$ cat src/rtl/sensor_protocol_pkg.sv
// Command/response codes and FSM encoding shared by the sensor request router.
// Codes are byte-wide so they pass straight through the UART command path.
package sensor_protocol_pkg;

   localparam int SENSOR_DATA_W = 8;

   localparam logic [7:0] CMD_STATUS        = 8'h00;
   localparam logic [7:0] CMD_TEMP          = 8'h01;
   localparam logic [7:0] CMD_HUM           = 8'h02;
   localparam logic [7:0] CMD_CONT_TEMP_ON  = 8'h03;
   localparam logic [7:0] CMD_CONT_HUM_ON   = 8'h04;
   localparam logic [7:0] CMD_CONT_TEMP_OFF = 8'h05;
   localparam logic [7:0] CMD_CONT_HUM_OFF  = 8'h06;

   localparam logic [7:0] RSP_OK            = 8'h07;
   localparam logic [7:0] RSP_HUM           = 8'h08;
   localparam logic [7:0] RSP_TEMP          = 8'h09;
   localparam logic [7:0] RSP_TEMP_OFF      = 8'h0A;
   localparam logic [7:0] RSP_HUM_OFF       = 8'h0B;
   localparam logic [7:0] RSP_FAULT         = 8'h1F;
   localparam logic [7:0] RSP_BAD_ADDR      = 8'hFE;
   localparam logic [7:0] RSP_BAD_CMD       = 8'hFF;

   localparam logic [2:0] ST_IDLE    = 3'd0;
   localparam logic [2:0] ST_DECODE  = 3'd1;
   localparam logic [2:0] ST_ISSUE   = 3'd2;
   localparam logic [2:0] ST_WAIT    = 3'd3;
   localparam logic [2:0] ST_RESPOND = 3'd4;

endpackage

$ cat src/rtl/sensor_cycle_counter.sv
// Saturating up-counter with clear and enable; at_max flags the terminal count.
// Clear wins over enable; count holds at MAX_COUNT until cleared.
module sensor_cycle_counter #(
   parameter int MAX_COUNT = 1
) (
   input  logic clock,
   input  logic reset,
   input  logic clear,
   input  logic enable,
   output logic at_max
);

   localparam int W = (MAX_COUNT > 1) ? $clog2(MAX_COUNT + 1) : 1;
   localparam logic [W-1:0] MAX_V = W'(MAX_COUNT);

   logic [W-1:0] count;

   always_ff @(posedge clock) begin
      if (!reset || clear) begin
         count <= '0;
      end else if (enable && (count != MAX_V)) begin
         count <= count + 1'b1;
      end
   end

   assign at_max = (count == MAX_V);

endmodule

$ cat src/rtl/sensor_request_router.sv
// Routes one request at a time to NUM_SENSORS sensor controllers; request_ready only in IDLE.
// Response 2 cycles after accept (invalid) or 1 after done/error; SENSOR_TIMEOUT_EN adds a WAIT timeout.
module sensor_request_router
   import sensor_protocol_pkg::*;
#(
   parameter int NUM_SENSORS    = 8,
   parameter int DATA_W         = SENSOR_DATA_W,
   parameter int CONT_PERIOD    = 50_000_000,
   parameter int TIMEOUT_CYCLES = 100_000_000
) (
   input  logic                          clock,
   input  logic                          reset,
   input  logic                          request_valid,
   output logic                          request_ready,
   input  logic [7:0]                    request_command,
   input  logic [7:0]                    request_address,
   output logic [NUM_SENSORS-1:0]        sensor_start,
   input  logic [NUM_SENSORS-1:0]        sensor_done,
   input  logic [NUM_SENSORS-1:0]        sensor_error,
   input  logic [NUM_SENSORS*DATA_W-1:0] sensor_hum,
   input  logic [NUM_SENSORS*DATA_W-1:0] sensor_temp,
   output logic                          response_valid,
   output logic [7:0]                    response_command,
   output logic [DATA_W-1:0]             response_value,
   output logic                          cont_active
);

   localparam int AW = (NUM_SENSORS > 1) ? $clog2(NUM_SENSORS) : 1;

   logic [2:0]        state;
   logic [7:0]        cmd_q;
   logic [7:0]        addr_q;
   logic [7:0]        sess_cmd;
   logic [7:0]        sess_addr;
   logic [7:0]        resp_cmd;
   logic [DATA_W-1:0] resp_val;
   logic [AW-1:0]     sel;
   logic              period_done;

   assign sel           = addr_q[AW-1:0];
   assign request_ready = (state == ST_IDLE);
   assign sensor_start  = (state == ST_ISSUE) ? (NUM_SENSORS'(1) << sel) : '0;

   sensor_cycle_counter #(.MAX_COUNT(CONT_PERIOD - 1)) u_period_cnt (
      .clock  (clock),
      .reset  (reset),
      .clear  ((state == ST_RESPOND) || !cont_active),
      .enable ((state == ST_IDLE) && cont_active),
      .at_max (period_done)
   );

`ifdef SENSOR_TIMEOUT_EN
   logic timeout_hit;

   // Held clear outside WAIT so every wait starts counting from zero.
   sensor_cycle_counter #(.MAX_COUNT(TIMEOUT_CYCLES - 1)) u_timeout_cnt (
      .clock  (clock),
      .reset  (reset),
      .clear  (state != ST_WAIT),
      .enable (state == ST_WAIT),
      .at_max (timeout_hit)
   );
`endif

   always_ff @(posedge clock) begin
      if (!reset) begin
         state            <= ST_IDLE;
         cmd_q            <= '0;
         addr_q           <= '0;
         sess_cmd         <= '0;
         sess_addr        <= '0;
         resp_cmd         <= '0;
         resp_val         <= '0;
         cont_active      <= 1'b0;
         response_valid   <= 1'b0;
         response_command <= '0;
         response_value   <= '0;
      end else begin
         response_valid <= 1'b0;
         case (state)
            ST_IDLE: begin
               if (request_valid) begin
                  cmd_q  <= request_command;
                  addr_q <= request_address;
                  state  <= ST_DECODE;
               end else if (cont_active && period_done) begin
                  cmd_q  <= sess_cmd;
                  addr_q <= sess_addr;
                  state  <= ST_ISSUE;
               end
            end
            ST_DECODE: begin
               resp_val <= '0;
               if (cmd_q > CMD_CONT_HUM_OFF) begin
                  resp_cmd <= RSP_BAD_CMD;
                  state    <= ST_RESPOND;
               end else if (int'(addr_q) >= NUM_SENSORS) begin
                  resp_cmd <= RSP_BAD_ADDR;
                  state    <= ST_RESPOND;
               end else begin
                  case (cmd_q)
                     CMD_CONT_TEMP_OFF: begin
                        if (sess_cmd == CMD_TEMP) cont_active <= 1'b0;
                        resp_cmd <= RSP_TEMP_OFF;
                        state    <= ST_RESPOND;
                     end
                     CMD_CONT_HUM_OFF: begin
                        if (sess_cmd == CMD_HUM) cont_active <= 1'b0;
                        resp_cmd <= RSP_HUM_OFF;
                        state    <= ST_RESPOND;
                     end
                     CMD_CONT_TEMP_ON, CMD_CONT_HUM_ON: begin
                        // Sessions are stored as the equivalent one-shot read command.
                        sess_cmd    <= (cmd_q == CMD_CONT_TEMP_ON) ? CMD_TEMP : CMD_HUM;
                        cmd_q       <= (cmd_q == CMD_CONT_TEMP_ON) ? CMD_TEMP : CMD_HUM;
                        sess_addr   <= addr_q;
                        cont_active <= 1'b1;
                        state       <= ST_ISSUE;
                     end
                     default: state <= ST_ISSUE;
                  endcase
               end
            end
            ST_ISSUE: state <= ST_WAIT;
            ST_WAIT: begin
               if (sensor_error[sel]) begin
                  resp_cmd    <= RSP_FAULT;
                  resp_val    <= '0;
                  cont_active <= 1'b0;
                  state       <= ST_RESPOND;
               end else if (sensor_done[sel]) begin
                  if (cmd_q == CMD_STATUS) begin
                     resp_cmd <= RSP_OK;
                     resp_val <= '0;
                  end else if (cmd_q == CMD_HUM) begin
                     resp_cmd <= RSP_HUM;
                     resp_val <= sensor_hum[sel*DATA_W +: DATA_W];
                  end else begin
                     resp_cmd <= RSP_TEMP;
                     resp_val <= sensor_temp[sel*DATA_W +: DATA_W];
                  end
                  state <= ST_RESPOND;
               end
`ifdef SENSOR_TIMEOUT_EN
               else if (timeout_hit) begin
                  resp_cmd    <= RSP_FAULT;
                  resp_val    <= '0;
                  cont_active <= 1'b0;
                  state       <= ST_RESPOND;
               end
`endif
            end
            ST_RESPOND: begin
               response_valid   <= 1'b1;
               response_command <= resp_cmd;
               response_value   <= resp_val;
               state            <= ST_IDLE;
            end
            default: state <= ST_IDLE;
         endcase
      end
   end

endmodule
$ cat config.mk
export PLATFORM = sky130hd
export DESIGN_NAME = sensor_request_router
export DESIGN_NICKNAME = d
export VERILOG_FILES = /design/src/rtl/sensor_protocol_pkg.sv /design/src/rtl/sensor_cycle_counter.sv /design/src/rtl/sensor_request_router.sv
export SDC_FILE = /design/constraint.sdc
export NUM_CORES = 1
export LEC_CHECK = 0
export CAP_MARGIN = 15
export CORE_MARGIN = 8
export CORE_UTILIZATION = 44
export CTS_CLUSTER_SIZE = 14
export DETAILED_ROUTE_END_ITERATION = 16
export GPL_TIMING_DRIVEN = 1
export PLACE_DENSITY_LB_ADDON = 0.05
export SETUP_SLACK_MARGIN = 0.2
export SLEW_MARGIN = 40
export SYNTH_ARGS = -nofsm -noshare
export SYNTH_HDL_FRONTEND = slang
export SYNTH_SLANG_ARGS = --single-unit
$ cat constraint.sdc
create_clock -name clock -period 3.8 [get_ports clock]
set_clock_uncertainty 0.2 [all_clocks]
set_input_delay 0.76 -clock clock [delete_from_list [all_inputs] [get_ports clock]]
set_output_delay 0.76 -clock clock [all_outputs]
set_load 0.01 [all_outputs]
==> results by group <==
Status
  • Status: completed

CTS
  • # resized after CTS: 0
  • Num Clock Sinks: between 80 and 90
  • CTS tree: done
  • Clock transition at path regs: ~0.080 ns
  • TritonCTS buffer count: 9
  • CTS H-tree depth: 3
  • Post-CTS setup buffers: 0
  • Clock Latency Late Sink: 0.36 ns
  • CTS Hold Bufs: 0
  • Root buffer cell: clkbuf_8
  • Clock Tree Buf Depth: 2

Critical path
  • CP peak stage delay: 0.76 ns
  • Worst path required time: about 2.8 ns
  • Crit path max fanout: 21
  • Crit path buffers/inverters: 1
  • CP endpoint kind: output port
  • Critical path, cell by cell: or2_2 > nor2_1 > clkdlybuf4s50_1
  • Critical path arrival: 2.20 ns
  • Setup CP Type: flop to output port
  • Worst setup SP type: flop
  • Critical path's top delay family: flip-flops
  • Critical-path top delay cell: dfxtp_1

Global route
  • Initial antenna violation count: 0
  • Congestion Overflow GR: 0
  • M3 GR Usage: 7.399%
  • Largest net degree at the start of global routing: 43
  • GRT Util Overall: 22.29%
  • Global-route wire length before repair: 26400 um
  • GRT Max-Usage Layer: met2
  • Grt met1 use: 23.93%
  • Number of global-route vias before repair: 5213
  • Met2 GRT Util: 40.19%

Cells and area
  • Final cell count without fillers: 924
  • Number of antenna diodes: 0
  • Nets: 943
  • Layout cells sized above 1: 6.250%
  • Area Overhead vs Synth: 44.26%
  • Fill cells: 916

Job
  • MaxCap Viol Count: 0

Power
  • Sw Pwr: 0.0006561 W
  • Pleak: between 2 and 2.5 nW
  • Pwr Density: between 300 and 400 nW/um2
  • Max VDD drop: roughly 0.00025 V
  • Internal Power: 0.001564 W
  • Comb power frac: a little over a quarter
  • Sw frac: 29.56%
  • Clk pwr share: 29.5%
  • Share of power burned in registers: 43.5%
  • Total power: roughly 0.0022 W

Yosys
  • Synthesized flop and latch total: 85
  • Async SR Flop Fraction: 0%
  • Post-synth cell types: 58
  • Count leader, synth: nand2_1
  • Synth top area share: 34.87%
  • Number of flops mapped to enable cells by yosys: 0
  • Synth cell count leaders: nand2_1 (110), dfxtp_1 (85), nor2_1 (55)
  • Post-synthesis cell area: just under 5000 um2
  • Post-synthesis cell count: 611
  • Synth Area per Inst: 7.986 um2
  • Leading area contributor after synthesis: dfxtp_1
  • Register area share after synthesis: 34.87%
  • Top_reg_cell synth: dfxtp_1
  • Synth area leaders: dfxtp_1 (35%), nand2_1 (8.5%), mux2i_1 (6.4%)
  • Synth warn: 0
  • Post-Syn Nets: 775

Timing
  • Rel. slew slack: about half
  • Fmax achieved: 316.2 MHz
  • Worst setup margin: roughly 0.64 ns
  • Final min period: 3.163 ns
  • Tcrit/Tclk final: 83.23%
  • Setup TNS: 0 ns
  • Unrepaired setup endpoints after global routing: no
  • Final Setup Violations: 0
  • Fin. Hold Viols: 0
  • Slew Viols, Final: 0
  • Actual slew at the worst max-slew pin: slightly below 0.8 ns

Hold path
  • Worst min-delay path category: flop to flop

Detailed routing
  • Detailed Route WL: 16760 um
  • DRT Pass-1 Iters: 6
  • Vias/cell: around 5.6
  • Post-route ant nets: 0
  • Drc violations: 0
  • Initial DRC Count: 270
  • Avg WL per Cell: 18.14 um
  • Vias: 5187

Floorplan
  • Core box area: roughly 11000 um2
  • Io pins: between 150 and 200
  • Row count: 38
  • Die H: ~120 um
  • Initial core utilization: 45.01%
  • Die area: 14720 um2
  • Die Width: 121.3 um

Placement
  • Port buffer count: 189
  • Placed cells: 908
  • Pre-CTS setup slack: 0.4349 ns
  • Gpl congestion: 0.8432
  • HPWL Detailed: between 10000 and 15000 um
## registers in the layout, indices dropped and copies added, names as in the netlist, 2 cells and up
name                cells
addr_q                  8
cmd_q                   8
resp_cmd                6
resp_val                8
response_command        6
response_value          8
sess_addr               8
sess_cmd                2
state                   3
u_period_cnt.count     26
## per-stage QoR
step | cell area (um2) | hold slack (ns) | util (%)
floorplan | 4880 | 0.2239 | -
global route | 7039 | 0.2781 | 64.94
CTS | 7033 | 0.2611 | 64.88
finish | 7039 | 0.2574 | 64.94
detailed placement | 6833 | 0.2490 | 63.03
global placement | 6833 | 0.2402 | 63.03
## placed cells by master (no fill, tap or decap), drive strengths merged, types with 15 or more instances in the layout
cell	n
nand3	36
dfxtp	85
mux2i	31
o22ai	15
nor2	55
clkdlybuf4s50	189
o21ai	20
a21oi	29
o2bb2ai	16
nand2	110
## power by group through the flow
stage	clock (W)	combinational, W	sequential, W
floorplan	0	0.000354	0.000956
global placement	0	0.000589	0.000983
detailed placement	0	0.000595	0.000984
CTS	0.000664	0.000598	0.000963
global route	0.000708	0.000650	0.000970
finish	0.000655	0.000600	0.000965
## path summary, 6_finish.rpt
kind | from | endpoint | slack [ns] | cells after the start
hold / removal | response_command[3]$_SDFFE_PN0P_ | response_command[3]$_SDFFE_PN0P_ | 0.26 | 2
hold reg to reg | response_command[3]$_SDFFE_PN0P_ | response_command[3]$_SDFFE_PN0P_ | 0.26 | 2
setup / recovery | addr_q[0]$_SDFFE_PN0P_ | sensor_start[0] | 0.64 | 3
setup reg to reg | cmd_q[4]$_SDFFE_PN0P_ | resp_val[7]$_SDFFE_PN0P_ | 0.65 | 8
## layout make-up
class | instances | area, um2 | area share [%]
Sequential cell | 85 | 1702 | 24.17
Timing Repair Buffer | 200 | 1974 | 28.05
Inverter | 9 | 33.78 | 0.4799
Multi-Input combinational cell | 474 | 2954 | 41.97
Clock buffer | 12 | 145.1 | 2.062
Clock inverter | 4 | 55.05 | 0.7821
Tap cell | 140 | 175.2 | 2.488
## tightest hold or removal path: stages (launching register included)
cell     delay [ns]
dfxtp_1        0.32
nand2_1        0.05
a21oi_1        0.05
## routing by layer
metal / routed length [um] / part of all wire, % / up-vias
met5: 0 / 0 / -
met4: 354 / 2.1 / 0
met3: 1326 / 7.9 / 22
met2: 8439 / 50 / 195
met1: 6638 / 40 / 2425
li1: - / - / 2545
## kinds of logic (layout without fill, tap and decap cells)
logic type,after synthesis,after routing,share of synthesized area (%)
AND/OR/NAND/NOR,268,268,25.97
buffers and inverters,52,225,4.718
adder cells (fa/ha/maj),1,1,0.2564
flip-flops,85,85,34.87
XOR/XNOR,26,26,4.667
multiplexers,45,45,10.36
AO/OA/AOI/OAI,134,134,19.15
No activity file was read; power rests on OpenSTA's default activity.
